`config.mk`:
```
export PLATFORM = sky130hd
export DESIGN_NAME = frm_reg_slice
export DESIGN_NICKNAME = d
export VERILOG_FILES = /design/src/rtl/frm_reg_slice.sv
export SDC_FILE = /design/constraint.sdc
export NUM_CORES = 1
export LEC_CHECK = 0
export ABC_AREA = 1
export BUFFER_PORTS_ARGS = -buffer_cell sky130_fd_sc_hd__buf_2
export CORE_ASPECT_RATIO = 0.75
export CORE_MARGIN = 4
export CORE_UTILIZATION = 53
export DETAILED_ROUTE_END_ITERATION = 6
export PLACE_DENSITY = 0.82
export REMOVE_ABC_BUFFERS = 1
export SYNTH_ARGS = -nofsm -noshare
export SYNTH_HDL_FRONTEND = slang
export SYNTH_SLANG_ARGS = --single-unit
export TNS_END_PERCENT = 100
```
`constraint.sdc`:
```
create_clock -name clk -period 2.2 [get_ports clk]
set_input_delay 0.66 -clock clk [delete_from_list [all_inputs] [get_ports clk]]
set_output_delay 0.66 -clock clk [all_outputs]
set_load 0.005 [all_outputs]
```
`src/rtl/frm_reg_slice.sv`:
```
// Two-entry skid buffer on the frame interface: registers val/data/rdy in both
// directions, counts frames leaving the slice and flags framing errors.
module frm_reg_slice #(
    parameter int DATA_WIDTH = 8,
    parameter int CNT_WIDTH  = 16
) (
    input  logic                  clk,
    input  logic                  rst,
    input  logic                  in_frm_val,
    output logic                  in_frm_rdy,
    input  logic [DATA_WIDTH-1:0] in_frm_data,
    input  logic                  in_frm_sof,
    input  logic                  in_frm_eof,
    input  logic                  in_frm_sol,
    input  logic                  in_frm_eol,
    output logic                  out_frm_val,
    input  logic                  out_frm_rdy,
    output logic [DATA_WIDTH-1:0] out_frm_data,
    output logic                  out_frm_sof,
    output logic                  out_frm_eof,
    output logic                  out_frm_sol,
    output logic                  out_frm_eol,
    output logic [CNT_WIDTH-1:0]  frm_cnt,
    input  logic                  err_clr,
    output logic                  err_flag
);

    localparam int PW = DATA_WIDTH + 4;

    typedef enum logic [1:0] {
        EMPTY = 2'd0,
        BUSY  = 2'd1,
        FULL  = 2'd2
    } state_t;

    state_t                state_q, state_d;
    logic [PW-1:0]         main_q, main_d;
    logic [PW-1:0]         skid_q, skid_d;
    logic                  out_val_q, out_val_d;
    logic                  in_rdy_q, in_rdy_d;
    logic                  in_frame_q, in_frame_d;
    logic                  err_q, err_d;
    logic [CNT_WIDTH-1:0]  cnt_q, cnt_d;

    logic                  in_xfer;
    logic                  out_xfer;
    logic [PW-1:0]         in_pay;
    logic                  main_sof;
    logic                  main_eof;
    logic                  err_set;

    // Payload packing: {data, sof, eof, sol, eol}; markers always travel with their pixel.
    assign in_pay   = {in_frm_data, in_frm_sof, in_frm_eof, in_frm_sol, in_frm_eol};
    assign main_sof = main_q[3];
    assign main_eof = main_q[2];

    assign in_xfer  = in_frm_val & in_rdy_q;
    assign out_xfer = out_val_q & out_frm_rdy;

    always_comb begin
        state_d = state_q;
        main_d  = main_q;
        skid_d  = skid_q;
        case (state_q)
            EMPTY: begin
                if (in_xfer) begin
                    main_d  = in_pay;
                    state_d = BUSY;
                end
            end
            BUSY: begin
                if (in_xfer && out_xfer) begin
                    main_d = in_pay;
                end else if (in_xfer) begin
                    skid_d  = in_pay;
                    state_d = FULL;
                end else if (out_xfer) begin
                    state_d = EMPTY;
                end
            end
            FULL: begin
                if (out_xfer) begin
                    main_d  = skid_q;
                    state_d = BUSY;
                end
            end
            default: state_d = EMPTY;
        endcase
        // Handshake outputs are registered copies of the next state, so neither
        // in_frm_rdy nor out_frm_val has a combinational path through the slice.
        out_val_d = (state_d != EMPTY);
        in_rdy_d  = (state_d != FULL);
    end

    always_comb begin
        in_frame_d = in_frame_q;
        cnt_d      = cnt_q;
        err_set    = 1'b0;
        if (out_xfer) begin
            err_set = (main_sof & in_frame_q) | (~main_sof & ~in_frame_q);
            if (main_eof) begin
                in_frame_d = 1'b0;
                cnt_d      = cnt_q + {{(CNT_WIDTH-1){1'b0}}, 1'b1};
            end else if (main_sof) begin
                in_frame_d = 1'b1;
            end
        end
        // A new error outranks a simultaneous clear.
        if (err_set) begin
            err_d = 1'b1;
        end else if (err_clr) begin
            err_d = 1'b0;
        end else begin
            err_d = err_q;
        end
    end

    always_ff @(posedge clk or posedge rst) begin
        if (rst) begin
            state_q    <= EMPTY;
            main_q     <= '0;
            skid_q     <= '0;
            out_val_q  <= 1'b0;
            in_rdy_q   <= 1'b1;
            in_frame_q <= 1'b0;
            err_q      <= 1'b0;
            cnt_q      <= '0;
        end else begin
            state_q    <= state_d;
            main_q     <= main_d;
            skid_q     <= skid_d;
            out_val_q  <= out_val_d;
            in_rdy_q   <= in_rdy_d;
            in_frame_q <= in_frame_d;
            err_q      <= err_d;
            cnt_q      <= cnt_d;
        end
    end

    assign in_frm_rdy   = in_rdy_q;
    assign out_frm_val  = out_val_q;
    assign out_frm_data = main_q[PW-1:4];
    assign out_frm_sof  = main_q[3];
    assign out_frm_eof  = main_q[2];
    assign out_frm_sol  = main_q[1];
    assign out_frm_eol  = main_q[0];
    assign frm_cnt      = cnt_q;
    assign err_flag     = err_q;

endmodule
```
==> run metrics <==
switch share 0.367; vias 1743; Startpoint Class register; P per Cell Area 1080 nW/um^2; path category of the worst min-delay check in -> async; port bufs 47; Post-Synth Adder-Cell Area 0.00583; Pint 1720 uW; kind of critical path reg -> reg; CP Capture Type register; Hold-fix buffers, CTS 0; Simple-Gate Fraction of Synth Area 0.238; Gate power share 0.331; Leak Pwr 0.00135 uW; Tcrit/Tclk final 0.753; fill count 320; layout cells sized above 1 0.222; Yosys reg bits 46; TritonCTS Buffers 5; vias in the first global route 1585; core area 3780 um^2; Final min period 1.66 ns; post-synthesis sequential area ratio 0.537; Syn Area/Cell 8.28 um^2; critical path required time 2.42 ns; Flop pwr share 0.488; initial antenna violation count 0; Detailed Route Iter0 Violations 78; Top cell by count, worst path nand2_1; area leader, netlist dfrtp_1; WP data arrival 1.87 ns; setup bufs post-CTS 0; antenna diode count 0; Fin Clk Skew 0.00660 ns; # DRC 0; Slowest-stage cell, CP dfstp_2; drt wl/cell 11.7 um; Slew @ Worst Pin 0.516 ns; Sum Neg Setup Slack 0 ns; Peak Freq 604 MHz; unrepaired setup endpoints after global routing false; Ports 48; Hold Vio Cnt, Final 0; worst-path cell chain nand2_1, nor2_1, a21oi_2, nor2_2, nand2_1, o21ai_0; setup slack after layout 0.544 ns; Layout area overhead 17.6%; first-pass GRT wire length 7250 um; die height 63.1 um; Skew-Pair Late Insertion Delay 0.29 ns; GRT Residual Overflow 0; outcome complete, no violations; clk root buf clkbuf_8; Sink Count 46; Clk pwr share 0.181; Cell Rows 19; NetSw 997 uW; DRT antenna net count 0; most area-consuming cells after synthesis dfrtp_1, nand2_1, o21ai_0; Setup WS pre-CTS 0.268 ns; VDD IR max 0.731 mV; Pins Over Slew Limit 0; final wirelength 4260 um; Max Cap Viol 0; Compound-Gate Fraction of Synth Area 0.0985; cell area after synthesis 2150 um^2; area of the multi-input gates 831 um^2; Cell variety after synth 26; # resized after CTS 0; Worst-path clk slew 0.08 ns; Synth Instances 259; slowest stage delay, CP 0.55 ns; fin nets 328; CP max FO 14; Final Wtd Congestion 0.846; TritonCTS clock tree yes; starting density of the core 0.568; Synth Warn # 0; largest family of logic cells by synthesized area simple AND/OR/NAND/NOR gates; Post-Synth XOR/XNOR Area 0.0449; post-synthesis mux area share 0; GRT Total Usage 0.182; pin count of the biggest net entering global routing 24; Final HPWL DP 3190 um; max_slew headroom 0.655; DIE AREA 5140 um^2; vias per cell 4.80; H-tree depth 2; Clock Path Buffers 2; router iterations before antenna repair 4; final setup fails 0; Die W 81.5 um; register area 1150 um^2; Yosys top cell area share 0.525
-- critical path: cells and delay by family (launching register included) --
kind	cells	cell delay (ns)
AND/OR/NAND/NOR	4	0.80
flip-flops	1	0.55
AO/OA/AOI/OAI	2	0.24
-- power groups by stage --
stage          Combinational (uW)  Clock [uW]  Sequential, uW
3_5_place_dp                  912           0            1350
4_1_cts                       918         503            1330
6_report                      901         492            1330
2_1_floorplan                 571           0            1330
3_3_place_gp                  886           0            1340
5_1_grt                      1040         541            1370
-- layer usage --
layer	track usage	share of wire	routed length, um	vias to the layer above
met4	0.0570	0.0096	41	0
met2	0.269	0.45	1920	31
li1	-	-	-	906
met1	0.262	0.49	2100	801
met5	0	0	0	-
met3	0.0456	0.048	205	5
-- final cells by class --
cell class              count  area share
clock buffers               8      0.0317
repair buffers             49       0.104
multi-input cells         173       0.329
inverters                  35      0.0521
well taps                  52      0.0258
flip-flops and latches     46       0.457
-- registers in the layout, indices dropped and copies added (netlist names) --
| signal | count |
|---|---|
| frm_cnt | 16 |
| main_q | 12 |
| skid_q | 12 |
| state_q | 2 |
| err_flag | 1 |
| in_frame_q | 1 |
| in_frm_rdy | 1 |
| out_frm_val | 1 |
-- metrics by stage --
stage	hold WS (ns)	cell area [um^2]	instances	util	total power, uW
6_report	0.372	2520	363	0.667	2720
5_1_grt	0.409	2520	363	0.667	2950
4_1_cts	0.388	2520	363	0.667	2750
3_5_place_dp	0.477	2440	355	0.646	2260
3_3_place_gp	0.470	2440	355	0.646	2230
2_1_floorplan	0.453	2110	254	-	1900
-- logic make-up (layout without fill, tap and decap cells) --
group,Yosys count,count (layout)
DFF,46,46
and+or+nand+nor,120,120
buffers and inverters,40,92
adders and majority gates,1,1
xor gates and xnor gates,11,11
AOI/OAI and AO/OA,41,41
-- synthesized netlist by cell type --
library cell  instances
o21a_1                1
a21oi_1               1
nand2_2               2
nor2_1               14
nor2_2                3
clkbuf_1              2
buf_4                 1
inv_1                32
buf_2                 1
or2_2                 1
buf_6                 1
ha_1                  1
nor3_1                2
o21ai_1               1
xnor2_1               2
nand2_1              82
nand4_1               4
a21oi_2               1
nand3_2               1
xor2_1                9
o21ai_0              37
nor2_4                2
dfrtp_1              45
dfstp_2               1
nand3_1               9
inv_2                 3
-- layout by cell type, fill, tap and decap left out --
cell type	count
nand2_1	82
buf_2	47
dfrtp_1	45
o21ai_0	37
inv_1	31
nor2_1	14
nand3_1	9
xor2_1	9
clkbuf_8	5
inv_2	4
nand4_1	4
nor2_2	3
clkbuf_1	3
nand2_2	2
nor2_4	2
nor3_1	2
xnor2_1	2
a21oi_1	1
nand3_2	1
o21a_1	1
a21oi_2	1
o21ai_1	1
or2_2	1
ha_1	1
dfstp_2	1
buf_4	1
buf_12	1
-- worst paths after layout --
| check | startpoint | depth (start not counted) | endpoint | slack, ns |
|---|---|---|---|---|
| max in group asynchronous | rst | 3 | in_frm_rdy$_DFF_PP1_ | 1.26 |
| min reg2reg | skid_q[1]$_DFFE_PP0P_ | 2 | skid_q[1]$_DFFE_PP0P_ | 0.49 |
| min | rst | 2 | frm_cnt[11]$_DFFE_PP0P_ | 0.37 |
| max | in_frm_rdy$_DFF_PP1_ | 6 | main_q[3]$_DFFE_PP0P_ | 0.54 |
| max reg2reg | in_frm_rdy$_DFF_PP1_ | 6 | main_q[3]$_DFFE_PP0P_ | 0.54 |
| min in group clk | skid_q[1]$_DFFE_PP0P_ | 2 | skid_q[1]$_DFFE_PP0P_ | 0.49 |
Note: power is estimated with default switching activity, not from simulation.
